File: src/rtl/alu_issue.sv
// alu_issue: decode/issue stage in front of the datapath ALU.
// Decodes one MIPS instruction per handshake into the 4-bit ALU control code,
// selects and extends the operands, and holds the result in an ID/EX register
// with valid/ready flow control and flush.
// Optional build macro ALU_ISSUE_SKID_EN adds a one-entry skid buffer so that
// in_ready is driven from registers only.
module alu_issue #(
    parameter int DATA_W = 32
) (
    input  logic              clk,
    input  logic              rst_n,
    input  logic              flush,
    input  logic              in_valid,
    output logic              in_ready,
    input  logic [31:0]       instr,
    input  logic [DATA_W-1:0] rs_data,
    input  logic [DATA_W-1:0] rt_data,
    output logic              out_valid,
    input  logic              out_ready,
    output logic [DATA_W-1:0] out_a,
    output logic [DATA_W-1:0] out_b,
    output logic [3:0]        out_alu_control,
    output logic [4:0]        out_dest,
    output logic              out_reg_write,
    output logic              out_illegal
);

    typedef struct packed {
        logic [DATA_W-1:0] a;
        logic [DATA_W-1:0] b;
        logic [3:0]        ctl;
        logic [4:0]        dest;
        logic              wr;
        logic              ill;
    } entry_t;

    logic [5:0]        opcode;
    logic [5:0]        funct;
    logic [4:0]        rt_idx;
    logic [4:0]        rd_idx;
    logic [4:0]        shamt;
    logic [15:0]       imm;
    logic [DATA_W-1:0] imm_sx;
    logic [DATA_W-1:0] imm_zx;
    logic [DATA_W-1:0] shamt_zx;
    logic              dec_wr;
    entry_t            dec;

    assign opcode   = instr[31:26];
    assign rt_idx   = instr[20:16];
    assign rd_idx   = instr[15:11];
    assign shamt    = instr[10:6];
    assign funct    = instr[5:0];
    assign imm      = instr[15:0];
    assign imm_sx   = {{(DATA_W-16){imm[15]}}, imm};
    assign imm_zx   = {{(DATA_W-16){1'b0}}, imm};
    assign shamt_zx = {{(DATA_W-5){1'b0}}, shamt};

    // Decode opcode/funct into ALU control, operand selection and destination.
    // Unsupported encodings fall back to an add of rs/rt that never writes back.
    always_comb begin
        dec.a   = rs_data;
        dec.b   = rt_data;
        dec.ctl = 4'b1000;
        dec.dest = 5'd0;
        dec.ill = 1'b0;
        dec_wr  = 1'b0;
        unique case (opcode)
            6'h00: begin
                dec.dest = rd_idx;
                dec_wr   = 1'b1;
                unique case (funct)
                    6'h00: begin dec.ctl = 4'b0001; dec.a = rt_data; dec.b = shamt_zx; end
                    6'h02: begin dec.ctl = 4'b0010; dec.a = rt_data; dec.b = shamt_zx; end
                    6'h03: begin dec.ctl = 4'b0011; dec.a = rt_data; dec.b = shamt_zx; end
                    6'h04: dec.ctl = 4'b0100;
                    6'h06: dec.ctl = 4'b0101;
                    6'h07: dec.ctl = 4'b0110;
                    6'h20, 6'h21: dec.ctl = 4'b1000;
                    6'h22, 6'h23: dec.ctl = 4'b1001;
                    6'h24: dec.ctl = 4'b1010;
                    6'h25: dec.ctl = 4'b1011;
                    6'h26: dec.ctl = 4'b1100;
                    6'h27: dec.ctl = 4'b1101;
                    6'h2A: dec.ctl = 4'b1110;
                    6'h2B: dec.ctl = 4'b1111;
                    default: begin
                        dec.ill  = 1'b1;
                        dec.dest = 5'd0;
                        dec_wr   = 1'b0;
                    end
                endcase
            end
            6'h08, 6'h09, 6'h23: begin
                dec.ctl = 4'b1000; dec.b = imm_sx; dec.dest = rt_idx; dec_wr = 1'b1;
            end
            6'h0A: begin dec.ctl = 4'b1110; dec.b = imm_sx; dec.dest = rt_idx; dec_wr = 1'b1; end
            6'h0B: begin dec.ctl = 4'b1111; dec.b = imm_sx; dec.dest = rt_idx; dec_wr = 1'b1; end
            6'h0C: begin dec.ctl = 4'b1010; dec.b = imm_zx; dec.dest = rt_idx; dec_wr = 1'b1; end
            6'h0D: begin dec.ctl = 4'b1011; dec.b = imm_zx; dec.dest = rt_idx; dec_wr = 1'b1; end
            6'h0E: begin dec.ctl = 4'b1100; dec.b = imm_zx; dec.dest = rt_idx; dec_wr = 1'b1; end
            // The ALU itself shifts the immediate into the upper half.
            6'h0F: begin dec.ctl = 4'b0111; dec.b = imm_zx; dec.dest = rt_idx; dec_wr = 1'b1; end
            // Store and branches compute an address/compare only; no register result.
            6'h2B: begin dec.ctl = 4'b1000; dec.b = imm_sx; end
            6'h04, 6'h05: dec.ctl = 4'b1001;
            default: dec.ill = 1'b1;
        endcase
    end

    // $zero is never written, whatever the encoding asked for.
    always_comb begin
        dec.wr = dec_wr && (dec.dest != 5'd0);
    end

    entry_t out_q, out_d;
    logic   out_valid_q, out_valid_d;
    logic   accept;
    logic   out_free;

    assign out_free = !out_valid_q || out_ready;
    assign accept   = in_valid && in_ready;

`ifdef ALU_ISSUE_SKID_EN
    entry_t skid_q, skid_d;
    logic   skid_full_q, skid_full_d;

    // Ready depends only on registered state and flush, never on out_ready.
    assign in_ready = !skid_full_q && !flush;

    // Output register refills from the skid entry first so order is kept;
    // a capture while stalled parks in the skid entry.
    always_comb begin
        out_d       = out_q;
        out_valid_d = out_valid_q;
        skid_d      = skid_q;
        skid_full_d = skid_full_q;
        if (flush) begin
            out_valid_d = 1'b0;
            skid_full_d = 1'b0;
        end else if (out_free) begin
            if (skid_full_q) begin
                out_d       = skid_q;
                out_valid_d = 1'b1;
                skid_full_d = 1'b0;
            end else if (accept) begin
                out_d       = dec;
                out_valid_d = 1'b1;
            end else begin
                out_valid_d = 1'b0;
            end
        end else if (accept) begin
            skid_d      = dec;
            skid_full_d = 1'b1;
        end
    end

    // Skid entry storage.
    always_ff @(posedge clk or negedge rst_n) begin
        if (!rst_n) begin
            skid_q      <= '0;
            skid_full_q <= 1'b0;
        end else begin
            skid_q      <= skid_d;
            skid_full_q <= skid_full_d;
        end
    end
`else
    assign in_ready = out_free && !flush;

    // Single register: load on capture, drop on issue, hold while stalled.
    always_comb begin
        out_d       = out_q;
        out_valid_d = out_valid_q;
        if (flush) begin
            out_valid_d = 1'b0;
        end else if (accept) begin
            out_d       = dec;
            out_valid_d = 1'b1;
        end else if (out_ready) begin
            out_valid_d = 1'b0;
        end
    end
`endif

    // ID/EX output register.
    always_ff @(posedge clk or negedge rst_n) begin
        if (!rst_n) begin
            out_q       <= '0;
            out_valid_q <= 1'b0;
        end else begin
            out_q       <= out_d;
            out_valid_q <= out_valid_d;
        end
    end

    assign out_valid       = out_valid_q;
    assign out_a           = out_q.a;
    assign out_b           = out_q.b;
    assign out_alu_control = out_q.ctl;
    assign out_dest        = out_q.dest;
    assign out_reg_write   = out_q.wr;
    assign out_illegal     = out_q.ill;

endmodule
File: config.mk
export PLATFORM = sky130hd
export DESIGN_NAME = alu_issue
export DESIGN_NICKNAME = d
export VERILOG_FILES = /design/src/rtl/alu_issue.sv
export SDC_FILE = /design/constraint.sdc
export NUM_CORES = 1
export LEC_CHECK = 0
export ABC_AREA = 1
export BUFFER_PORTS_ARGS = -buffer_cell sky130_fd_sc_hd__buf_2
export CORE_MARGIN = 2
export CORE_UTILIZATION = 50
export CTS_CLUSTER_SIZE = 20
export DETAILED_ROUTE_END_ITERATION = 12
export PLACE_DENSITY = 0.85
export REMOVE_ABC_BUFFERS = 1
export SLEW_MARGIN = 20
export SYNTH_ARGS = -nofsm -noshare
export SYNTH_HDL_FRONTEND = slang
export SYNTH_SLANG_ARGS = --single-unit
File: constraint.sdc
create_clock -name clk -period 2.95 [get_ports clk]
set_clock_uncertainty 0.05 [all_clocks]
set_input_delay 0.1475 -clock clk [delete_from_list [all_inputs] [get_ports clk]]
set_output_delay 0.1475 -clock clk [all_outputs]
set_load 0.05 [all_outputs]
==> impl_metrics.ini, run 1 <==
[global_routing]
grt_max_degree = 77
antenna_found_initial = 0
grt_overflow = 0
grt.total_usage_pct = 26.4
first_global_vias = 3856
grt_pass1_wl_um = 18100

[setup_path]
crit_required_ns = 3.16
r2r-start = out_valid$_DFFE_PN0P_
critPathMostFrequentCell = inv_1
max_stage_delay_ns = 0.52
r2r_slack_ns = 1.15
r2r_end = out_b[4]$_DFFE_PN0P_
ff2ff_path_depth = 9
path_buf_inv = 6
crit_cells = 12
critPathCaptureType = register
cpLargestDelayFamily = simple AND/OR/NAND/NOR gates
worstPathMaxFanout = 33
criticalPathCategory = in -> reg
arrival_ns = 2.23
cp_cell_sequence = buf_2 > inv_1 > nand2_2 > inv_1 > nand3_1 > inv_2 > nand2_4 > clkinv_2 > nor2_4 > buf_4 > nand2_1 > a2bb2oi_1
crit_path_start_kind = input port
crit_slowest_cell = nor2_4

[place]
pre_cts_ws_ns = 0.537
io_buffers = 172
gp_congestion = 0.964
hpwl_um = 7450

[pwr]
leakagePower_nw = 2.70
power.density_nw_per_um2 = 638
power.total_mw = 3.25
max-vdd-ir-drop_mv = 0.414

[finish]
final_common_cell = buf_2
antenna_cells = 0
drive_gt1_share_pct = 36.5
final_cell_mix = 171 x buf_2, 115 x nand2_1, 76 x dfrtp_1
syn2layout_area_growth_pct = 30.5
fin_nets = 735

[drt]
drc = 0
totalWireLength_um = 11000
dr_total_vias = 3961
ant_nets = 0
wire_per_inst_um = 14.8
drtPass1Iterations = 5
via_per_inst = 5.35
drtIter0Drc = 213

[floorplanning]
initial_core_util_pct = 51.0
pin_count = 178
fp.coreArea_um2 = 7650
die-width_um = 92.3
die_height_um = 92.3
rows = 32
dieArea_um2 = 8530

[sta]
rsz0062_at_grt = no
finalHoldViolCount = 0
max_slew_margin_pct = 37.4
fin_crit_ns = 2.03
layout_setup_ws_ns = 0.924
setup_tns_ns = 0
slew_viol_final = 0
setup_viol = 0
final.period_utilization_pct = 68.7
tightest_slew_ns = 0.939
max_clock_freq_mhz = 493

[clock_tree]
cts_tree = yes
cts_resized = 0
cts.path.max_buffers = 2
root_buffer = clkbuf_8
cts_hold_buffers = 12
insertion_delay_ns = 0.34
cts_setup_buffers = 0
numClockSinks = 76
cts.htree.levels = 3
cts.clk_slew.worst_paths_ns = 0.08
numCtsBuffers = 9

[hold_path]
holdPathEnd = out_b[12]$_DFFE_PN0P_
min_from = rt_data[12]
whs_path_depth = 3
hold_class = in -> reg

[logic_synthesis]
yosys.area.top_type = dfrtp_1
synth_top_area_share_pct = 48.7
syn-cell-area_um2 = 3900
postSynthAreaPerCell_um2 = 8.48
synth_area_leaders = dfrtp_1 49%, nand2_1 11%, a2bb2oi_1 7.2%
ys_types = 31
ys_seq_area_share_pct = 48.7
yosys_warnings = 0
ys_ff_latch = 76
synth_cells = 460

[job]
cap_violations = 0

[outcome]
status = completed
==> synthesized netlist by cell type (all sizes together) <==
library cell and n:
a21boi 1, a21oi 20, a22oi 1, a2bb2oi 32
buf 17, clkbuf 9, clkinv 1, dfrtp 76
inv 26, nand2 122, nand3 18, nand4 4
nor2 53, nor3 1, nor4 1, o211ai 2
o21a 2, o21ai 73, o31ai 1
==> logic make-up (layout without fill, tap and decap cells) <==
family                 after synthesis  in the layout  share of synthesized area (%)
flip-flops                          76             76                           48.7
AND/OR/NAND/NOR                    199            199                           21.7
buffers and inverters               53            231                           6.92
AO/OA/AOI/OAI                      132            132                           22.7
==> per-layer routing <==
metal	vias to the layer above	global-route usage [%]	share of wire (%)
li1	1893	-	-
met1	1851	34.5	41
met2	200	44.0	49
met3	17	5.61	7.9
met4	0	8.33	1.7
met5	-	0	0
==> stage by stage <==
stage	hold WS, ns	utilization (%)	std cells	instance area [µm²]
floorplan	-0.198	-	434	3730
global placement	0.264	62.3	713	4770
detailed placement	0.273	62.3	713	4770
CTS	0.000840	66.6	740	5090
global route	0.00731	66.6	740	5090
finish	0.0160	66.6	740	5090
==> where the power goes <==
group | internal, mW | switching, mW | total [mW]
combinational | 0.299 | 0.831 | 1.13
clock | 0.470 | 0.373 | 0.843
sequential | 1.19 | 0.0842 | 1.28
total | 1.96 | 1.29 | 3.25
==> layout make-up <==
| type | instances | area [µm²] |
|---|---|---|
| clock inverter | 5 | 77.6 |
| fill | 656 | 2560 |
| timing repair buffer | 189 | 1020 |
| multi-input combinational | 331 | 1730 |
| tap | 102 | 128 |
| inverter | 27 | 103 |
| sequential | 76 | 1900 |
| clock buffer | 10 | 128 |
==> worst register-to-register path, delay by kind of cell (launching register included) <==
kind / cells / cell delay (ns)
compound gates: 2 / 0.21
buf+inv: 3 / 0.61
flops: 1 / 0.38
simple gates: 4 / 0.42
==> worst max path at each step <==
| stage | startpoint | endpoint | slack [ns] |
|---|---|---|---|
| 6_report | instr[30] | out_b[23]$_DFFE_PN0P_ | 0.92 |
| 4_1_cts | instr[30] | out_b[22]$_DFFE_PN0P_ | 0.92 |
| 3_5_place_dp | instr[30] | out_b[22]$_DFFE_PN0P_ | 0.54 |
| 3_3_place_gp | instr[30] | out_b[30]$_DFFE_PN0P_ | 0.69 |
| 2_1_floorplan | out_valid$_DFFE_PN0P_ | out_b[16]$_DFFE_PN0P_ | -1.64 |
| 5_1_grt | instr[30] | out_b[19]$_DFFE_PN0P_ | 0.71 |
==> state kept, by name (all words and copies together) (netlist names) <==
signal	count
out_alu_control	4
out_reg_write	1
out_illegal	1
out_valid	1
out_a	32
out_dest	5
out_b	32
(Power assumes the default switching activity.)
==> run 2: changes to the inputs <==
- CORE_UTILIZATION: 50 -> 43
- PLACE_DENSITY: 0.85 -> 0.77
- clock period: 2.95 -> 1.7 ns (I/O delays scaled with it)
==> run 2 against run 1 <==
  * Design area up 16%
  * Count of clock-buffer cells in the layout decreased by 1
  * Cell count up 11%
  * Combinational power up 90%
  * Register-to-register slack worse by 1.0 ns
  * Worst hold slack got worse by 0.0062 ns
  * Critical path depth decreased by 3
  * Routed wire length is 23% higher
  * Clock power increased by 77%
  * Critical endpoint is now out_b[3]$_DFFE_PN0P_
==> impl_metrics.ini, run 2 (synthesis gave the netlist of run 1 again) <==
[global_routing]
grt_pass1_wl_um = 21500
busiest_layer = met2
use_met3_pct = 5.97
grt_max_degree = 59
grt_overflow = 0
grt_use_met2_pct = 46.7
use_met1_pct = 32.4
antenna_found_initial = 0
first_global_vias = 4539
grt.total_usage_pct = 27.4

[sta]
setup_viol = 0
fin_crit_ns = 1.55
max_slew_margin_pct = 45.4
layout_setup_ws_ns = 0.145
final.period_utilization_pct = 91.5
tightest_slew_ns = 0.818
slew_viol_final = 0
rsz0062_at_grt = no
max_clock_freq_mhz = 643
finalHoldViolCount = 0

[place]
pre_cts_ws_ns = -0.0952
gp_congestion = 0.891
io_buffers = 172
place_area_um2 = 4930
hpwl_um = 8120
dp_cells = 733

[clock_tree]
numClockSinks = 76
cts_setup_buffers = 0
root_buffer = clkbuf_8
cts.clk_slew.worst_paths_ns = 0.08
cts_tree = yes
cts.htree.levels = 3
numCtsBuffers = 9
cts.path.max_buffers = 2
insertion_delay_ns = 0.35

[drt]
totalWireLength_um = 13500
dr_total_vias = 4430
wire_per_inst_um = 16.4
drtIter0Drc = 197
drtPass1Iterations = 5
drc = 0
ant_nets = 0
via_per_inst = 5.38

[outcome]
status = completed

[setup_path]
critPathMostFrequentCell = nand2_1
crit_required_ns = 1.88
cp_cell_sequence = nand2_1 > inv_1 > nor2_2 > nand2_2 > inv_4 > buf_12 > nand2_1 > a21oi_1 > a2bb2oi_1
max_stage_delay_ns = 0.39
critPathCaptureType = register
worstPathMaxFanout = 25
crit_slowest_cell = dfrtp_1
cpLargestDelayFamily = flip-flops
criticalPathCategory = reg -> reg
crit_path_start_kind = register
arrival_ns = 1.73
path_buf_inv = 3

[pwr]
clock_power_share_pct = 25.4
p_sw_share_pct = 40.0
comb_power_share_pct = 36.7
leakagePower_nw = 3.06
p_int_mw = 3.52
max-vdd-ir-drop_mv = 0.517
sequentialPowerShare_pct = 37.9
p_switching_mw = 2.35
power.density_nw_per_um2 = 996

[finish]
final_cell_mix = 171 x buf_2, 115 x nand2_1, 76 x dfrtp_1
final_common_cell = buf_2
design_area_um2 = 5890
register_area_um2 = 1900
syn2layout_area_growth_pct = 51.0
antenna_cells = 0
num-fill-cells = 688
fin_nets = 813
multi_input_area_um2 = 1740
final_cells = 823
drive_gt1_share_pct = 34.8

[job]
cap_violations = 0

[floorplanning]
pin_count = 178
dieArea_um2 = 9850
rows = 34
die_height_um = 99.3
die-width_um = 99.3
fp.coreArea_um2 = 8760
initial_core_util_pct = 44.5

[hold_path]
hold_class = in -> reg
[run 2: what timing repair did]
| item | in CTS | in global routing |
|---|---|---|
| gates resized for setup | 0 | 2 |
| hold buffers | 75 | 0 |
| hold endpoints to repair | 98 | 0 |
| setup endpoints to repair | 0 | 6 |
[run 2: worst register-to-register path, delay by kind of cell (launching register included)]
kind / cells / cell delay (ns)
flops: 1 / 0.39
buf+inv: 3 / 0.36
simple gates: 4 / 0.38
compound gates: 2 / 0.26
[run 2: path summary, 6_finish.rpt]
| path | from | to | slack, ns | cells past startpoint |
|---|---|---|---|---|
| max in group asynchronous | rst_n | out_b[23]$_DFFE_PN0P_ | 0.87 | 3 |
| worst max register to register | out_valid$_DFFE_PN0P_ | out_b[3]$_DFFE_PN0P_ | 0.15 | 9 |
| min in group asynchronous | rst_n | out_alu_control[1]$_DFFE_PN0P_ | 0.15 | 2 |
| worst min-delay path | instr[7] | out_b[7]$_DFFE_PN0P_ | 0.01 | 3 |
| worst min register to register | out_dest[3]$_DFFE_PN0P_ | out_dest[3]$_DFFE_PN0P_ | 0.43 | 2 |
| worst max-delay path | out_valid$_DFFE_PN0P_ | out_b[3]$_DFFE_PN0P_ | 0.15 | 9 |
[run 2: power by group through the flow]
| stage | combinational [mW] | sequential, mW | clock (mW) |
|---|---|---|---|
| 3_5_place_dp | 2.00 | 2.24 | 0 |
| 5_1_grt | 2.27 | 2.25 | 1.59 |
| 2_1_floorplan | 0.437 | 3.18 | 0 |
| 3_3_place_gp | 1.96 | 2.24 | 0 |
| 6_report | 2.15 | 2.22 | 1.49 |
| 4_1_cts | 2.13 | 2.21 | 1.53 |
[run 2: routing by layer]
| layer | wire (µm) | vias up |
|---|---|---|
| met5 | 0 | - |
| met4 | 484 | 0 |
| met3 | 960 | 55 |
| met2 | 6700 | 240 |
| met1 | 5380 | 2091 |
| li1 | - | 2044 |
[run 2: layout make-up]
cell class                 instances  area share [%]
timing repair buffer             266            30.7
sequential                        76            32.3
inverter                          27            1.78
multi-input combinational        332            29.6
clock inverter                     5            1.34
tap                              108            2.29
clock buffer                       9            2.10
[run 2: per-stage QoR]
| step | TNS, ns | power, mW | utilization (%) | hold WS (ns) |
|---|---|---|---|---|
| 6_report | 0 | 5.87 | 67.2 | 0.00981 |
| 5_1_grt | 0 | 6.11 | 67.2 | 0.0441 |
| 4_1_cts | 0 | 5.87 | 67.1 | 0.000672 |
| 3_5_place_dp | -1.62 | 4.23 | 56.2 | 0.0216 |
| 3_3_place_gp | -0.0133 | 4.20 | 56.2 | 0.0136 |
| 2_1_floorplan | -199.81 | 3.61 | - | -0.261 |
==> run 3: changes to the inputs <==
- ABC_AREA: 1 -> unset
- CORE_UTILIZATION: 43 -> 42
==> run 3 against run 2 <==
  * Maximum frequency is 1.8% lower
  * Flip-flop and latch count stayed put
  * Count of clock-buffer cells in the layout is 2 higher
  * Worst setup slack worse by 0.028 ns
  * Sequential share of layout area is 0.12 points lower
  * Total power is 1.6% lower
  * Sequential power hardly changed
  * Cell count is 1.3% lower
  * Non-clock buffer count is 19 higher
  * Die area is 2.5% lower
==> impl_metrics.ini, run 3 <==
[drt]
via_per_inst = 5.22
wire_per_inst_um = 15.9
ant_nets = 0
drtIter0Drc = 143
drc = 0
dr_total_vias = 4241
drtPass1Iterations = 5
totalWireLength_um = 12900

[logic_synthesis]
postSynthAreaPerCell_um2 = 8.58
syn-cell-area_um2 = 3710
synth.most_common_cell = nand2_1
synth_area_leaders = dfrtp_1 51%, nand2_1 9.8%, nor2_1 8.9%
ys_seq_area_share_pct = 51.2
synthArstFlopShare_pct = 100
synth-main-ff-cell = dfrtp_1
synth_cells = 433
yosys_warnings = 0
yosys-top-cells-count = 97 x nand2_1, 88 x nor2_1, 76 x dfrtp_1
synth_top_area_share_pct = 51.2
yosys.area.top_type = dfrtp_1
synth_edf_count = 0
ys_ff_latch = 76
ys_types = 46

[pwr]
power.total_mw = 5.78
max-vdd-ir-drop_mv = 0.646
power.density_nw_per_um2 = 976
leakagePower_nw = 2.82

[sta]
finalHoldViolCount = 0
max_slew_margin_pct = 60.2
tightest_slew_ns = 0.597
setup_tns_ns = 0
max_clock_freq_mhz = 632
slew_viol_final = 0
setup_viol = 0
final.period_utilization_pct = 93.1
fin_crit_ns = 1.58

[floorplanning]
initial_core_util_pct = 43.0
dieArea_um2 = 9610
pin_count = 178
fp.coreArea_um2 = 8640
rows = 34
die_height_um = 98.0
die-width_um = 98.0

[finish]
multi_input_area_um2 = 1660
fin_nets = 801
syn2layout_area_growth_pct = 59.3
register_area_um2 = 1900
final_cell_mix = 171 x buf_2, 97 x nand2_1, 87 x nor2_1
final_common_cell = buf_2
drive_gt1_share_pct = 33.4
num-fill-cells = 681
antenna_cells = 0

[setup_path]
r2r_end = out_a[19]$_DFFE_PN0P_
critPathCaptureType = register
crit_path_start_kind = register
ff2ff_path_depth = 6
crit_required_ns = 1.88
worstPathMaxFanout = 43
arrival_ns = 1.77
r2r_slack_ns = 0.12
criticalPathCategory = reg -> reg
r2r-start = out_valid$_DFFE_PN0P_

[global_routing]
grt_overflow = 0
use_met1_pct = 31.9
use_met3_pct = 6.37
grt_pass1_wl_um = 20900
busiest_layer = met2
first_global_vias = 4365
grt_use_met2_pct = 47.6
grt_max_degree = 47
grt.total_usage_pct = 26.7
antenna_found_initial = 0

[hold_path]
hold_class = in -> reg
whs_path_depth = 3
holdPathEnd = out_dest[2]$_DFFE_PN0P_
min_from = instr[13]

[clock_tree]
cts.htree.levels = 3
numClockSinks = 76
insertion_delay_ns = 0.34
cts_tree = yes
root_buffer = clkbuf_8
cts.clk_slew.worst_paths_ns = 0.08
cts.path.max_buffers = 2
numCtsBuffers = 9

[place]
hpwl_um = 8010
io_buffers = 172
gp_congestion = 0.868

[job]
cap_violations = 0

[outcome]
status = completed
-- run 3: cell count changes after synthesis, moves of 9 or more --
cell       change
inv_1         -14
a31oi_1       +32
nand3_1        -9
o21ai_2       -21
a2bb2oi_1     -32
o21ai_1       -40
nor2_1        +42
nand2_1       -19
-- run 3: logic make-up (layout without fill, tap and decap cells) --
family / after synthesis / count (layout) / synth area share [%]
buffers and inverters: 38 / 309 / 4.51
multiplexers: 1 / 1 / 0.303
AND/OR/NAND/NOR: 213 / 213 / 23.8
AO/OA/AOI/OAI: 105 / 105 / 20.2
flip-flops: 76 / 76 / 51.2
-- run 3: timing repair --
action / 4_1_cts / 5_1_grt
setup endpoints to repair: 0 / 24
hold endpoints to repair: 98 / 0
gates resized for setup: 0 / 2
setup buffers: 0 / 2
hold buffers: 81 / 0
-- run 3: cell type report --
class	instances	share of cell area, %
clock buffers	11	2.56
multi-input cells	319	28.0
clock inverters	4	0.825
flip-flops and latches	76	32.1
well taps	108	2.28
repair buffers	285	33.6
inverters	9	0.571
-- run 3: metal layers --
layer  up-vias  share of wire (%)
met5         -                  0
met4         0                1.7
met3        22                7.2
met2       196                 51
met1      2000                 40
li1       2023                  -
-- run 3: critical path: stages (launching register included) --
cell     delay, ns
dfrtp_1       0.37
nor2b_1       0.16
nor2_2        0.12
and2_4        0.25
buf_12        0.22
nor2_1        0.07
a31oi_1       0.21
-- run 3: how the worst max path moves through the flow --
| stage | startpoint | to | cells past startpoint |
|---|---|---|---|
| 3_5_place_dp | instr[31] | out_b[20]$_DFFE_PN0P_ | 7 |
| 6_report | out_valid$_DFFE_PN0P_ | out_a[19]$_DFFE_PN0P_ | 6 |
| 5_1_grt | out_valid$_DFFE_PN0P_ | out_a[8]$_DFFE_PN0P_ | 6 |
| 2_1_floorplan | out_valid$_DFFE_PN0P_ | out_dest[0]$_DFFE_PN0P_ | 5 |
| 3_3_place_gp | instr[31] | out_a[11]$_DFFE_PN0P_ | 9 |
| 4_1_cts | out_valid$_DFFE_PN0P_ | out_a[18]$_DFFE_PN0P_ | 6 |
-- run 3: metrics by stage --
| step | hold slack [ns] | area, µm² | util [%] | instances | setup WS (ns) |
|---|---|---|---|---|---|
| CTS | 0.00565 | 5890 | 68.2 | 810 | 0.0966 |
| global placement | 0.00217 | 4880 | 56.5 | 714 | 0.0539 |
| floorplan | -0.261 | 3580 | - | 404 | -2.64 |
| detailed placement | 0.00501 | 4880 | 56.5 | 714 | -0.0103 |
| finish | 0.0242 | 5920 | 68.5 | 812 | 0.117 |
| global route | 0.0296 | 5920 | 68.5 | 812 | -0.00380 |
-- run 3: power breakdown --
group | leakage (nW) | switching (mW) | internal (mW)
registers | 0.864 | 0.147 | 2.07
clock network | 0.105 | 0.653 | 0.749
logic | 1.85 | 1.53 | 0.626
